### src/rtl/tnn_wta_column.sv
// Ramp-no-leak TNN column: self-timed gamma cycle, 1-WTA inhibition, STDP.
// Optional runtime weight loading port set enabled by TNN_WEIGHT_LOAD_EN.
module tnn_wta_column #(
   parameter  int NUM_INPUTS  = 8,
   parameter  int NUM_NEURONS = 4,
   parameter  int WBITS       = 3,
   parameter  int TIME_PERIOD = 8,
   parameter  int THRESHOLD   = 12,
   parameter  int WINIT       = 4,
   localparam int TW          = $clog2(TIME_PERIOD) + 1,
   localparam int NW          = $clog2(NUM_NEURONS)
) (
   input  logic                     clk,
   input  logic                     rst_l,
   input  logic                     start,
   input  logic [NUM_INPUTS*TW-1:0] in_times,
   input  logic                     learn_en,
   output logic                     busy,
   output logic                     out_valid,
   output logic [TW-1:0]            out_time,
   output logic [NW-1:0]            winner
`ifdef TNN_WEIGHT_LOAD_EN
   ,input  logic                    wr_en
   ,input  logic [NW-1:0]           wr_neuron
   ,input  logic [$clog2(NUM_INPUTS)-1:0] wr_input
   ,input  logic [WBITS-1:0]        wr_data
`endif
);

   localparam int PW = WBITS + $clog2(NUM_INPUTS) + TW;
   localparam int LW = TW - 1;

   localparam logic [WBITS-1:0] WMAX   = '1;
   localparam logic [WBITS-1:0] WRST   = WBITS'(WINIT);
   localparam logic [PW-1:0]    THR    = PW'(THRESHOLD);
   localparam logic [TW-1:0]    TLAST  = TW'(TIME_PERIOD - 1);
   localparam logic [TW-1:0]    NOFIRE = TW'(TIME_PERIOD);

   typedef enum logic [1:0] {
      IDLE,
      RUN,
      STDP,
      DONE
   } state_t;

   state_t state;

   logic [TW-1:0]    t;
   logic [TW-1:0]    times_q [NUM_INPUTS];
   logic             learn_q;
   logic [WBITS-1:0] w       [NUM_NEURONS][NUM_INPUTS];
   logic [PW-1:0]    pot     [NUM_NEURONS];
   logic             fired;
   logic [TW-1:0]    fire_t;
   logic [NW-1:0]    fire_n;

   logic [NUM_INPUTS-1:0]  active;
   logic [NUM_INPUTS-1:0]  spiked;
   logic [NUM_INPUTS-1:0]  early;
   logic [PW-1:0]          sum [NUM_NEURONS];
   logic [NUM_NEURONS-1:0] hit;
   logic                   any_hit;
   logic [NW-1:0]          first_hit;

   function automatic logic [WBITS-1:0] sat_inc(input logic [WBITS-1:0] v);
      return (v == WMAX) ? v : v + 1'b1;
   endfunction

   function automatic logic [WBITS-1:0] sat_dec(input logic [WBITS-1:0] v);
      return (v == '0) ? v : v - 1'b1;
   endfunction

   // Ramp inputs: once a spike has arrived it stays active until cycle end.
   always_comb begin
      active = '0;
      spiked = '0;
      early  = '0;
      for (int i = 0; i < NUM_INPUTS; i++) begin
         spiked[i] = !times_q[i][TW-1];
         active[i] = spiked[i] && (times_q[i][LW-1:0] <= t[LW-1:0]);
         early[i]  = spiked[i] && (times_q[i] <= fire_t);
      end
   end

   always_comb begin
      hit = '0;
      for (int n = 0; n < NUM_NEURONS; n++) begin
         sum[n] = pot[n];
         for (int i = 0; i < NUM_INPUTS; i++) begin
            if (active[i]) begin
               sum[n] = sum[n] + PW'(w[n][i]);
            end
         end
         hit[n] = (sum[n] >= THR);
      end
   end

   always_comb begin
      any_hit   = |hit;
      first_hit = '0;
      for (int n = NUM_NEURONS - 1; n >= 0; n--) begin
         if (hit[n]) begin
            first_hit = NW'(n);
         end
      end
   end

   always_ff @(posedge clk or negedge rst_l) begin
      if (!rst_l) begin
         state     <= IDLE;
         t         <= '0;
         learn_q   <= 1'b0;
         fired     <= 1'b0;
         fire_t    <= NOFIRE;
         fire_n    <= '0;
         busy      <= 1'b0;
         out_valid <= 1'b0;
         out_time  <= NOFIRE;
         winner    <= '0;
         for (int i = 0; i < NUM_INPUTS; i++) begin
            times_q[i] <= '1;
         end
         for (int n = 0; n < NUM_NEURONS; n++) begin
            pot[n] <= '0;
         end
      end else begin
         out_valid <= 1'b0;
         unique case (state)
            IDLE: begin
               if (start) begin
                  state   <= RUN;
                  busy    <= 1'b1;
                  t       <= '0;
                  learn_q <= learn_en;
                  fired   <= 1'b0;
                  fire_t  <= NOFIRE;
                  fire_n  <= '0;
                  for (int i = 0; i < NUM_INPUTS; i++) begin
                     times_q[i] <= in_times[i*TW +: TW];
                  end
                  for (int n = 0; n < NUM_NEURONS; n++) begin
                     pot[n] <= '0;
                  end
               end
            end
            RUN: begin
               for (int n = 0; n < NUM_NEURONS; n++) begin
                  pot[n] <= sum[n];
               end
               // Only the earliest firing tick is kept: lateral inhibition.
               if (!fired && any_hit) begin
                  fired  <= 1'b1;
                  fire_t <= t;
                  fire_n <= first_hit;
               end
               if (t == TLAST) begin
                  state <= STDP;
               end else begin
                  t <= t + 1'b1;
               end
            end
            STDP: begin
               out_time  <= fired ? fire_t : NOFIRE;
               winner    <= fired ? fire_n : '0;
               out_valid <= 1'b1;
               state     <= DONE;
            end
            DONE: begin
               busy  <= 1'b0;
               state <= IDLE;
            end
         endcase
      end
   end

   always_ff @(posedge clk or negedge rst_l) begin
      if (!rst_l) begin
         for (int n = 0; n < NUM_NEURONS; n++) begin
            for (int i = 0; i < NUM_INPUTS; i++) begin
               w[n][i] <= WRST;
            end
         end
      end else if (state == STDP && learn_q) begin
         for (int n = 0; n < NUM_NEURONS; n++) begin
            for (int i = 0; i < NUM_INPUTS; i++) begin
               if (fired) begin
                  if (NW'(n) == fire_n) begin
                     w[n][i] <= early[i] ? sat_inc(w[n][i]) : sat_dec(w[n][i]);
                  end
               end else if (spiked[i]) begin
                  w[n][i] <= sat_inc(w[n][i]);
               end
            end
         end
      end
`ifdef TNN_WEIGHT_LOAD_EN
      else if (state == IDLE && wr_en) begin
         w[wr_neuron][wr_input] <= wr_data;
      end
`endif
   end

endmodule

### config.mk
export PLATFORM = sky130hd
export DESIGN_NAME = tnn_wta_column
export DESIGN_NICKNAME = d
export VERILOG_FILES = /design/src/rtl/tnn_wta_column.sv
export SDC_FILE = /design/constraint.sdc
export NUM_CORES = 1
export LEC_CHECK = 0
export BUFFER_PORTS_ARGS = -buffer_cell sky130_fd_sc_hd__clkbuf_2
export CAP_MARGIN = 20
export CORE_MARGIN = 2
export CORE_UTILIZATION = 50
export CTS_BUF_LIST = sky130_fd_sc_hd__clkbuf_2 sky130_fd_sc_hd__clkbuf_4 sky130_fd_sc_hd__clkbuf_8
export DETAILED_ROUTE_END_ITERATION = 7
export PLACE_DENSITY = 0.66
export SETUP_SLACK_MARGIN = 0.15
export SLEW_MARGIN = 30
export SYNTH_ARGS = -nofsm -noshare
export SYNTH_HDL_FRONTEND = slang
export SYNTH_SLANG_ARGS = --single-unit
### constraint.sdc
create_clock -name clk -period 14.46 [get_ports clk]
set_input_delay 2.892 -clock clk [delete_from_list [all_inputs] [get_ports clk]]
set_output_delay 2.892 -clock clk [all_outputs]
set_load 0.02 [all_outputs]
==> flow_summary.ini <==
[sta]
max_freq_mhz = 85.35
relSlewSlack_pct = 30.95
slew_violations = 0
clock_skew_ns = 0.01883
setup_violations = 0
period_needed_ns = 11.72
rsz0062_at_grt = no
setup_ws_ns = 2.743
setup_tns_ns = 0
holdWs_ns = 0.5038
tightest_slew_ns = 1.036
hold_viol_final = 0
finalCritPeriodShare_pct = 81.03

[clock_network]
cts_buffers = 17
clockBufferDepth = 2
htreeDepth = 4
cts.repair.resized = 0
cts_tree = built
clk_latency_ns = 0.61
clkTransAtPathRegs_ns = 0.11
root_buffer = clkbuf_8
cts_num_sinks = 190
post_cts_buffers = 0
postCtsHoldBufs = 0

[final_layout]
syn2layout_area_growth_pct = 5.762
drive_above_1_share_pct = 11.80
final_core_util_pct = 53.89
final_cell_mix = a21oi_1 (273), ha_1 (256), nand2_1 (223), inv_1 (212), o21ai_0 (192)
final_common_cell = a21oi_1
antenna_cells = 0
fillCellCount = 4207
fin_nets = 3083

[route]
drtIter0Drc = 1920
wl_mm = 68.37
detail-route-antenna-nets = 0
vias = 20749
vias_per_cell = 6.168
dr.pass1.iters = 6
drc = 0
wire_per_inst_um = 20.32

[yosys]
synth_edf_count = 0
yosys.area_share.adder_pct = 17.12
synth_area_sq_um = 22630
syn-num-nets = 3058
yosys.area_share.simple_pct = 18.34
muxShareOfSynthArea_pct = 6.132
ys_warn_count = 0
synth-compound-area-share_pct = 23.27
ys_seq_elements = 190
avgSynthCellArea_sq_um = 8.277
synth_seq_area_share_pct = 21.38
async_reset_ff_share_pct = 100.0
synth_top_family_by_area = compound AO/OA/AOI/OAI gates
synth_xor_area_share_pct = 9.007
synthCells = 2734
synth_flop_cell = dfrtp_1
synth_cell_types = 112

[floorplan]
initial_core_util_pct = 50.95
num_rows = 77
die_w_um = 216.7
ioPinCount = 44
die_h_um = 216.7
fp.coreArea_sq_um = 44410
dieArea_sq_um = 46980

[setup_path]
critical-path-slowest-cell = or4b_1
crit_type = flip-flop to flip-flop
arrival_ns = 12.22
critPathMaxFanout = 11
cp-start-kind = flip-flop
cp.required_ns = 14.96
end_kind = flip-flop
slowest_delay_ns = 0.53
path_common_cell = fa_1

[global_route]
grt_pass1_wl_mm = 108.7
antenna_found_initial = 1
grt_util_all_layers_pct = 29.40
grt_pass1_vias = 19842
grt_max_degree = 67
gr-total-overflow = 0

[placement]
port_buffers = 43
pre_cts_ws_ns = 2.897
dp_hpwl_mm = 53.63
gp_congestion = 0.9795

[flow_run]
drv_cap = 0

[run_status]
outcome = finished, final reports clean

[worst_hold_path]
hold_path.class = flip-flop to flip-flop
[synthesized netlist by cell type, types with 32 or more instances]
library cell,n,area (sq um)
xnor2_1,144,1261
xor2_1,49,429.2
o21ai_0,192,960.9
mux2_2,78,878.3
dfstp_2,66,1734
clkbuf_1,48,180.2
nor3_1,62,310.3
inv_1,212,795.8
nand3_1,51,255.2
nand2_1,224,840.8
mux2i_1,47,470.5
fa_1,32,640.6
nor2b_1,40,250.2
o22ai_1,41,256.5
ha_1,256,3203
a21oi_1,274,1371
nor4_1,44,275.3
dfrtp_1,124,3103
a21o_1,58,435.4
nor2_1,179,671.9
[registers in the layout (all words and copies together), names as in the netlist, 2 cells and up]
| signal | cells |
|---|---|
| times_q | 32 |
| fire_t | 4 |
| pot | 40 |
| winner | 2 |
| out_time | 4 |
| t | 4 |
| state | 2 |
| fire_n | 2 |
| w | 96 |
[cells by family after synthesis]
kind of cell | count (synthesis)
AOI/OAI and AO/OA | 832
xor gates and xnor gates | 211
adders and majority gates | 291
buffers and inverters | 275
DFF | 190
muxes | 128
and+or+nand+nor | 807
[critical path: cells and delay by family (launching register included)]
kind / cells / cell delay (ns)
flip-flops: 1 / 0.47
multiplexers: 7 / 2.12
buffers and inverters: 3 / 0.64
AO/OA/AOI/OAI: 8 / 1.90
AND/OR/NAND/NOR: 10 / 3.10
XOR/XNOR: 1 / 0.14
adder cells (fa/ha/maj): 8 / 3.21
[path summary, 6_finish.rpt]
check | slack (ns) | start | end | depth (start not counted)
min | 0.50 | out_time[3] | out_time[3] | 2
max in group asynchronous | 11.12 | rst_l | w[25] | 2
max | 2.74 | t[2] | fire_t[1] | 37
min in group asynchronous | 2.25 | rst_l | w[40] | 1
min reg2reg | 0.50 | out_time[3] | out_time[3] | 2
max reg2reg | 2.74 | t[2] | fire_t[1] | 37
[layout make-up]
cell class                      instances  area (sq um)  area share (%)
Sequential cell                       190          4837           20.21
Timing Repair Buffer                   69         434.2           1.814
Inverter                              212         795.8           3.325
Tap cell                              592         740.7           3.095
Clock inverter                         14         127.6          0.5332
Multi-Input combinational cell       2269         16750           69.99
Clock buffer                           18         247.7           1.035
[per-layer routing]
metal	track usage [%]	share of wire [%]
met2	46.38	44
met4	12.99	4.0
met5	0	0
met1	39.83	46
met3	4.640	6.1
[metrics by stage]
step           std cells  area, sq um
2_1_floorplan       2734        22630
3_3_place_gp        3331        23520
3_5_place_dp        3332        23550
4_1_cts             3364        23930
5_1_grt             3364        23930
6_report            3364        23930
Power is not shown: default switching activity piles up to over one toggle a cycle in this logic, so the estimate is an artifact.
